==> config.mk <==
export PLATFORM = sky130hd
export DESIGN_NAME = serialize_result_reg_hd_flat
export DESIGN_NICKNAME = d
export VERILOG_FILES = /design/src/rtl/serialize_result_reg_hd_pkg.sv /design/src/rtl/serialize_result_reg_hd_if.sv /design/src/rtl/serialize_result_reg_hd_digit_group_fifo.sv /design/src/rtl/serialize_result_reg_hd.sv /design/src/flat_wrapper.sv
export SDC_FILE = /design/constraint.sdc
export NUM_CORES = 1
export LEC_CHECK = 0
export CORE_ASPECT_RATIO = 0.5
export CORE_MARGIN = 2
export CORE_UTILIZATION = 25
export CTS_BUF_LIST = sky130_fd_sc_hd__clkbuf_4
export CTS_CLUSTER_DIAMETER = 150
export DETAILED_ROUTE_END_ITERATION = 10
export DONT_BUFFER_PORTS = 1
export PLACE_DENSITY = 0.36
export SLEW_MARGIN = 25
export SYNTH_ARGS = -nofsm -noshare
export SYNTH_HDL_FRONTEND = slang
export SYNTH_HIERARCHICAL = 1
export SYNTH_SLANG_ARGS = --single-unit
export TNS_END_PERCENT = 1
==> constraint.sdc <==
create_clock -name clk -period 6.9 [get_ports clk]
set_clock_uncertainty 0.15 [all_clocks]
set_input_delay 0.69 -clock clk [delete_from_list [all_inputs] [get_ports clk]]
set_output_delay 0.69 -clock clk [all_outputs]
set_load 0.01 [all_outputs]
==> src/rtl/serialize_result_reg_hd_pkg.sv <==
// Shared types and constants for the signed-digit result serializer.
// Digit codes are {plus, minus}; code 2'b11 is never produced and is passed through untouched.
package serialize_result_reg_hd_pkg;

  localparam int NUM_BITS       = 4;
  localparam int RAM_ADDR_WIDTH = 7;
  localparam int FIFO_DEPTH     = 4;
  localparam int DIGIT_W        = $clog2(NUM_BITS);
  localparam int CNT_W          = RAM_ADDR_WIDTH + DIGIT_W;
  localparam int GROUP_W        = 2 * NUM_BITS;

  localparam logic [1:0] DIG_ZERO = 2'b00;
  localparam logic [1:0] DIG_POS  = 2'b10;
  localparam logic [1:0] DIG_NEG  = 2'b01;

  typedef enum logic [1:0] {
    ST_IDLE = 2'd0,
    ST_RUN  = 2'd1,
    ST_DONE = 2'd2
  } state_e;

endpackage

==> src/rtl/serialize_result_reg_hd_if.sv <==
// Control, group-input and digit-output signals of the serializer.
// Handshakes: a transfer happens in a cycle where valid & ready & enable_all are all high;
// the sender holds valid and data stable until that cycle, ready never depends on valid.
interface serialize_result_reg_hd_if;
  import serialize_result_reg_hd_pkg::*;

  logic                      enable_all;
  logic                      start;
  logic [RAM_ADDR_WIDTH-1:0] last_cycle;
  logic                      in_valid;
  logic                      in_ready;
  logic [NUM_BITS-1:0]       z_plus;
  logic [NUM_BITS-1:0]       z_minus;
  logic                      out_valid;
  logic                      out_ready;
  logic [1:0]                z_value;
  logic [CNT_W-1:0]          out_cnt;
  logic                      out_last;
  logic                      done;

  modport master (
    output enable_all, start, last_cycle, in_valid, z_plus, z_minus, out_ready,
    input  in_ready, out_valid, z_value, out_cnt, out_last, done
  );

  modport slave (
    input  enable_all, start, last_cycle, in_valid, z_plus, z_minus, out_ready,
    output in_ready, out_valid, z_value, out_cnt, out_last, done
  );

endinterface

==> src/rtl/serialize_result_reg_hd_digit_group_fifo.sv <==
// Synchronous FIFO of digit groups with flush; full/empty are registered so that
// ready logic built on them has no combinational path from the write side.
module digit_group_fifo #(
  parameter int WIDTH = 8,
  parameter int DEPTH = 4
) (
  input  logic             clk,
  input  logic             rst_n,
  input  logic             flush_i,
  input  logic             push_i,
  input  logic             pop_i,
  input  logic [WIDTH-1:0] wdata_i,
  output logic [WIDTH-1:0] rdata_o,
  output logic             full_o,
  output logic             empty_o
);

  localparam int AW = $clog2(DEPTH);

  logic [WIDTH-1:0] mem_q [DEPTH];
  logic [AW-1:0]    wr_ptr_q, wr_ptr_d;
  logic [AW-1:0]    rd_ptr_q, rd_ptr_d;
  logic [AW:0]      count_q, count_d;
  logic             full_q, full_d;
  logic             empty_q, empty_d;
  logic             push_ok, pop_ok;

  assign push_ok = push_i & ~full_q;
  assign pop_ok  = pop_i & ~empty_q;

  always_comb begin
    wr_ptr_d = wr_ptr_q;
    rd_ptr_d = rd_ptr_q;
    count_d  = count_q;
    if (flush_i) begin
      wr_ptr_d = '0;
      rd_ptr_d = '0;
      count_d  = '0;
    end else begin
      if (push_ok) wr_ptr_d = wr_ptr_q + AW'(1);
      if (pop_ok)  rd_ptr_d = rd_ptr_q + AW'(1);
      case ({push_ok, pop_ok})
        2'b10:   count_d = count_q + (AW+1)'(1);
        2'b01:   count_d = count_q - (AW+1)'(1);
        default: count_d = count_q;
      endcase
    end
    full_d  = (count_d == (AW+1)'(DEPTH));
    empty_d = (count_d == '0);
  end

  always_ff @(posedge clk or negedge rst_n) begin
    if (!rst_n) begin
      wr_ptr_q <= '0;
      rd_ptr_q <= '0;
      count_q  <= '0;
      full_q   <= 1'b0;
      empty_q  <= 1'b1;
    end else begin
      wr_ptr_q <= wr_ptr_d;
      rd_ptr_q <= rd_ptr_d;
      count_q  <= count_d;
      full_q   <= full_d;
      empty_q  <= empty_d;
    end
  end

  always_ff @(posedge clk) begin
    if (push_ok && !flush_i) mem_q[wr_ptr_q] <= wdata_i;
  end

  assign rdata_o = mem_q[rd_ptr_q];
  assign full_o  = full_q;
  assign empty_o = empty_q;

endmodule

==> src/rtl/serialize_result_reg_hd.sv <==
// Buffers signed-digit result groups and streams them out one digit per clock, MSB first.
// A shift register holds the group on the output; the FIFO holds the groups queued behind it.
module serialize_result_reg_hd
  import serialize_result_reg_hd_pkg::*;
(
  input  logic                         clk,
  input  logic                         rst_n,
  serialize_result_reg_hd_if.slave     bus,
  output state_e                       dbg_state_o
);

  state_e                    state_q, state_d;
  logic [NUM_BITS-1:0]       plus_q, plus_d;
  logic [NUM_BITS-1:0]       minus_q, minus_d;
  logic                      sr_valid_q, sr_valid_d;
  logic [CNT_W-1:0]          out_cnt_q, out_cnt_d;
  logic [RAM_ADDR_WIDTH:0]   groups_in_q, groups_in_d;
  logic [RAM_ADDR_WIDTH-1:0] last_q, last_d;

  logic               fifo_full, fifo_empty, fifo_push, fifo_pop;
  logic [GROUP_W-1:0] fifo_rdata;

  logic run, start_go, in_ready, accept, take, digit_last, out_last;
  logic need_load, load_fifo, load_bypass;

  assign run        = (state_q == ST_RUN);
  assign start_go   = bus.enable_all & bus.start & (state_q == ST_IDLE);
  assign in_ready   = bus.enable_all & run & ~fifo_full & (groups_in_q <= {1'b0, last_q});
  assign accept     = bus.in_valid & in_ready;
  assign take       = sr_valid_q & bus.out_ready & bus.enable_all;
  assign digit_last = (out_cnt_q[DIGIT_W-1:0] == DIGIT_W'(NUM_BITS - 1));
  assign out_last   = sr_valid_q & (out_cnt_q[CNT_W-1:DIGIT_W] == last_q) & digit_last;

  // An empty pipe takes the incoming group straight into the shift register,
  // which is what gives the one-cycle accept-to-valid latency.
  assign need_load   = bus.enable_all & run & (~sr_valid_q | (take & digit_last));
  assign load_fifo   = need_load & ~fifo_empty;
  assign load_bypass = need_load & fifo_empty & accept;
  assign fifo_push   = accept & ~load_bypass;
  assign fifo_pop    = load_fifo;

  digit_group_fifo #(
    .WIDTH (GROUP_W),
    .DEPTH (FIFO_DEPTH)
  ) u_fifo (
    .clk     (clk),
    .rst_n   (rst_n),
    .flush_i (start_go),
    .push_i  (fifo_push),
    .pop_i   (fifo_pop),
    .wdata_i ({bus.z_plus, bus.z_minus}),
    .rdata_o (fifo_rdata),
    .full_o  (fifo_full),
    .empty_o (fifo_empty)
  );

  always_comb begin
    state_d = state_q;
    case (state_q)
      ST_IDLE: if (start_go) state_d = ST_RUN;
      ST_RUN:  if (take && out_last) state_d = ST_DONE;
      ST_DONE: if (bus.enable_all) state_d = ST_IDLE;
      default: state_d = ST_IDLE;
    endcase
  end

  always_comb begin
    plus_d      = plus_q;
    minus_d     = minus_q;
    sr_valid_d  = sr_valid_q;
    out_cnt_d   = out_cnt_q;
    groups_in_d = groups_in_q;
    last_d      = last_q;
    if (start_go) begin
      plus_d      = '0;
      minus_d     = '0;
      sr_valid_d  = 1'b0;
      out_cnt_d   = '0;
      groups_in_d = '0;
      last_d      = bus.last_cycle;
    end else begin
      if (take)   out_cnt_d   = out_cnt_q + CNT_W'(1);
      if (accept) groups_in_d = groups_in_q + (RAM_ADDR_WIDTH+1)'(1);
      if (need_load) begin
        if (load_fifo) begin
          {plus_d, minus_d} = fifo_rdata;
          sr_valid_d        = 1'b1;
        end else if (load_bypass) begin
          plus_d     = bus.z_plus;
          minus_d    = bus.z_minus;
          sr_valid_d = 1'b1;
        end else begin
          sr_valid_d = 1'b0;
        end
      end else if (take) begin
        plus_d  = {plus_q[NUM_BITS-2:0], 1'b0};
        minus_d = {minus_q[NUM_BITS-2:0], 1'b0};
      end
    end
  end

  always_ff @(posedge clk or negedge rst_n) begin
    if (!rst_n) begin
      state_q     <= ST_IDLE;
      plus_q      <= '0;
      minus_q     <= '0;
      sr_valid_q  <= 1'b0;
      out_cnt_q   <= '0;
      groups_in_q <= '0;
      last_q      <= '0;
    end else begin
      state_q     <= state_d;
      plus_q      <= plus_d;
      minus_q     <= minus_d;
      sr_valid_q  <= sr_valid_d;
      out_cnt_q   <= out_cnt_d;
      groups_in_q <= groups_in_d;
      last_q      <= last_d;
    end
  end

  assign bus.in_ready  = in_ready;
  assign bus.out_valid = sr_valid_q;
  assign bus.z_value   = {plus_q[NUM_BITS-1], minus_q[NUM_BITS-1]};
  assign bus.out_cnt   = out_cnt_q;
  assign bus.out_last  = out_last;
  assign bus.done      = (state_q == ST_DONE);
  assign dbg_state_o   = state_q;

endmodule

==> src/flat_wrapper.sv <==
// flat-port wrapper written by rule: the top's interface ports become plain ports
module serialize_result_reg_hd_flat import serialize_result_reg_hd_pkg::*;
  (clk, rst_n, dbg_state_o, bus_enable_all, bus_start, bus_last_cycle, bus_in_valid, bus_z_plus, bus_z_minus, bus_out_ready, bus_in_ready, bus_out_valid, bus_z_value, bus_out_cnt, bus_out_last, bus_done);
  serialize_result_reg_hd_if bus_i ();
  input  logic clk;
  input  logic rst_n;
  output state_e dbg_state_o;
  input wire logic [$bits(bus_i.enable_all)-1:0] bus_enable_all;
  input wire logic [$bits(bus_i.start)-1:0] bus_start;
  input wire logic [$bits(bus_i.last_cycle)-1:0] bus_last_cycle;
  input wire logic [$bits(bus_i.in_valid)-1:0] bus_in_valid;
  input wire logic [$bits(bus_i.z_plus)-1:0] bus_z_plus;
  input wire logic [$bits(bus_i.z_minus)-1:0] bus_z_minus;
  input wire logic [$bits(bus_i.out_ready)-1:0] bus_out_ready;
  output wire logic [$bits(bus_i.in_ready)-1:0] bus_in_ready;
  output wire logic [$bits(bus_i.out_valid)-1:0] bus_out_valid;
  output wire logic [$bits(bus_i.z_value)-1:0] bus_z_value;
  output wire logic [$bits(bus_i.out_cnt)-1:0] bus_out_cnt;
  output wire logic [$bits(bus_i.out_last)-1:0] bus_out_last;
  output wire logic [$bits(bus_i.done)-1:0] bus_done;
  assign bus_i.enable_all = bus_enable_all;
  assign bus_i.start = bus_start;
  assign bus_i.last_cycle = bus_last_cycle;
  assign bus_i.in_valid = bus_in_valid;
  assign bus_i.z_plus = bus_z_plus;
  assign bus_i.z_minus = bus_z_minus;
  assign bus_i.out_ready = bus_out_ready;
  assign bus_in_ready = bus_i.in_ready;
  assign bus_out_valid = bus_i.out_valid;
  assign bus_z_value = bus_i.z_value;
  assign bus_out_cnt = bus_i.out_cnt;
  assign bus_out_last = bus_i.out_last;
  assign bus_done = bus_i.done;
  serialize_result_reg_hd u_core (.clk(clk), .rst_n(rst_n), .bus(bus_i), .dbg_state_o(dbg_state_o));
endmodule
==> results.toml <==
[worst_setup_path]
setup.worst_path.class = "reg2reg"
endpoint_kind = "register"
start_kind = "register"
reg2reg_slack_ns = 3.55
r2r-end = "u_core/u_fifo/count_q[2]$_DFF_PN0_"
reg2reg_depth = 12
startpoint = "u_core/last_q[6]$_DFFE_PN0P_"
endpoint = "u_core/u_fifo/count_q[2]$_DFF_PN0_"
crit_required_ns = 7.13
worst-endpoint-arrival_ns = 3.58
r2r-start = "u_core/last_q[6]$_DFFE_PN0P_"
worstPathMaxFanout = 7

[global_routing]
grt_pass1_vias = 2422
grtUsageTotal_pct = 10.7
grt_pass1_wl_um = 13100
grt_overflow = 0
grt_start_max_net_pins = 45
antenna_found_initial = 0

[routing]
first_pass_iters = 4
drcViolationCount = 0
vias = 2243
drtIter0Drc = 110
via_per_inst = 4.38
route.detailed.wl_per_inst_um = 15.7
antenna_left = 0
routed_wl_um = 8020

[clock_network]
cts_tree = "built"
htreeDepth = 3
ctsRootBufferMaster = "clkbuf_4"
cts_num_sinks = 76
cts.reportedPaths.clkPinSlew_ns = 0.14
insertion_delay_ns = 0.43
numCtsBuffers = 9
max-clock-path-buffers = 2
cts_setup_buffers = 0

[floorplanning]
die_area_um2 = 16200
ios = 38
fp.dieW_um = 178
rows = 31
initial_utilization_pct = 25.9
die_h_um = 91.0
core_area_um2 = 14600

[sta]
worstMarginPinSlew_ns = 0.841
slew_headroom_pct = 43.4
drv_slew = 0
holdWs_ns = 0.190
rsz0062_at_grt = "false"
finalWorstPathRequiredPeriod_ns = 3.35
finalCritPeriodShare_pct = 48.5
finalSetupViolCount = 0
fmax_ghz = 0.299
tns_ns = 0
hold_viol = 0

[final_layout]
syn2layout_area_growth_pct = 10.5
drive_gt1_share_pct = 14.0
utilization_pct = 28.6
final_cell_mix = "dfrtp_1, edfxtp_1, nand2_1"
finish.net_count = 345
final_cells = 512
fillers = 1521
diodes = 0
final_common_cell = "dfrtp_1"

[logic_synthesis]
synth_cell_types = 54
async_reset_ff_share_pct = 57.9
syn_area_per_cell_um2 = 12.4
ys_seq_area_share_pct = 54.5
synth_edf_count = 32
ys.flop_type = "dfrtp_1"
synth_nets = 342
syn_area_um2 = 3780
yosys-top-cells-area = "dfrtp_1, edfxtp_1, mux4_2"
ys_ff_latch = 76
yosysTopAreaCellShare_pct = 28.4
syn_inst = 306
ys_warn_count = 6
yosysTopAreaCell = "dfrtp_1"

[pwr]
power_density_nw_per_um2 = 338
ir_worst_vdd_uv = 116
total_power_mw = 1.41
p_leak_nw = 1.66

[placed_design]
dp_hpwl_um = 5590
numPlacedInstances = 494
port-buffer-count = 0
gp_congestion = 0.677

[hold_path]
whs_path_depth = 0
min_path_type = "in2reg"

[run_status]
outcome = "completed"

[job]
drv_cap = 0
==> worst min path at each step <==
stage / start / to / slack, ns
finish: bus_z_minus[3] / u_core/u_fifo/mem_q[3][3]$_DFFE_PP_ / 0.19
global route: bus_z_plus[3] / u_core/u_fifo/mem_q[3][7]$_DFFE_PP_ / 0.14
CTS: bus_z_minus[0] / u_core/u_fifo/mem_q[2][0]$_DFFE_PP_ / 0.16
detailed placement: rst_n / u_core/u_fifo/count_q[1]$_DFF_PN0_ / 0.25
global placement: rst_n / u_core/groups_in_q[7]$_DFFE_PN0P_ / 0.25
floorplan: rst_n / u_core/bus.out_cnt[0]$_DFFE_PN0P_ / 0.24
==> layout make-up <==
cell class / count / area (um^2) / share of cell area (%)
inverter: 15 / 56.3 / 1.35
multi-input combinational: 203 / 1600 / 38.2
clock buffer: 9 / 67.6 / 1.62
clock inverter: 7 / 97.6 / 2.33
timing repair buffer: 4 / 52.6 / 1.26
sequential: 76 / 2060 / 49.3
tap: 198 / 248 / 5.92
==> sequential cells by signal (all words and copies together) (netlist names) <==
signal                  flops
u_core/dbg_state_o          2
u_core/groups_in_q          8
u_core/bus.out_valid        1
u_core/u_fifo/rd_ptr_q      2
u_core/minus_q              4
u_core/u_fifo/wr_ptr_q      2
u_core/u_fifo/mem_q        32
u_core/u_fifo/empty_o       1
u_core/bus.out_cnt          9
u_core/u_fifo/count_q       3
u_core/last_q               7
u_core/u_fifo/full_o        1
u_core/plus_q               4
==> logic make-up (layout without fill, tap and decap cells) <==
logic type,after synthesis,count (layout),share of synthesized area [%]
compound gates,46,46,9.62
xor+xnor,21,21,4.86
fa+ha+maj,15,15,5.16
buf+inv,27,35,3.27
flops,76,76,54.5
mux,20,20,8.00
simple gates,101,101,14.6
==> metal layers <==
layer | global-route usage (%) | vias up | share of wire (%)
met1 | 13.3 | 1110 | 47
met4 | 3.48 | 0 | 1.2
met3 | 3.27 | 9 | 4.2
met2 | 17.6 | 28 | 47
li1 | - | 1096 | -
met5 | 0 | - | 0
==> cell usage after synthesis, types with 4 or more instances <==
library cell,count
a21oi_1,9
and2_1,4
clkbuf_1,4
dfrtp_1,43
edfxtp_1,32
ha_1,14
inv_1,15
mux2i_1,10
mux4_2,8
nand2_1,30
nand2b_1,7
nand4_1,6
nor2_1,23
nor2b_1,4
nor3_1,5
o21ai_0,16
o2bb2ai_1,6
xnor2_1,11
xor2_1,10
==> report_power, final <==
| part | switching (mW) | internal, mW | leakage [nW] |
|---|---|---|---|
| Clock | 0.173 | 0.149 | 0.0846 |
| Sequential | 0.135 | 0.576 | 0.813 |
| Combinational | 0.186 | 0.195 | 0.759 |
| Total | 0.494 | 0.921 | 1.66 |
==> through the flow <==
step | setup WS, ns | instance area, um^2
after global routing | 3.23 | 4180
after CTS | 3.51 | 4180
after global placement | 3.63 | 3980
after floorplan | 3.80 | 3780
final | 3.55 | 4180
after detailed placement | 3.53 | 3980
==> critical path, stage by stage, from the launching register on <==
cell	delay, ns
dfrtp_1	0.39
inv_1	0.06
ha_1	0.33
and4b_4	0.26
a221oi_4	0.29
a21boi_4	0.15
nor3_1	0.20
nand2b_1	0.17
ha_1	0.27
fa_1	0.39
xor2_1	0.19
nor4b_2	0.31
or2_1	0.15
==> timing repair <==
action	4_1_cts	5_1_grt
setup endpoints to repair	0	0
hold buffers	2	0
endpoints found under the hold margin	44	0
gates resized for setup	0	0
(Power assumes the default switching activity.)
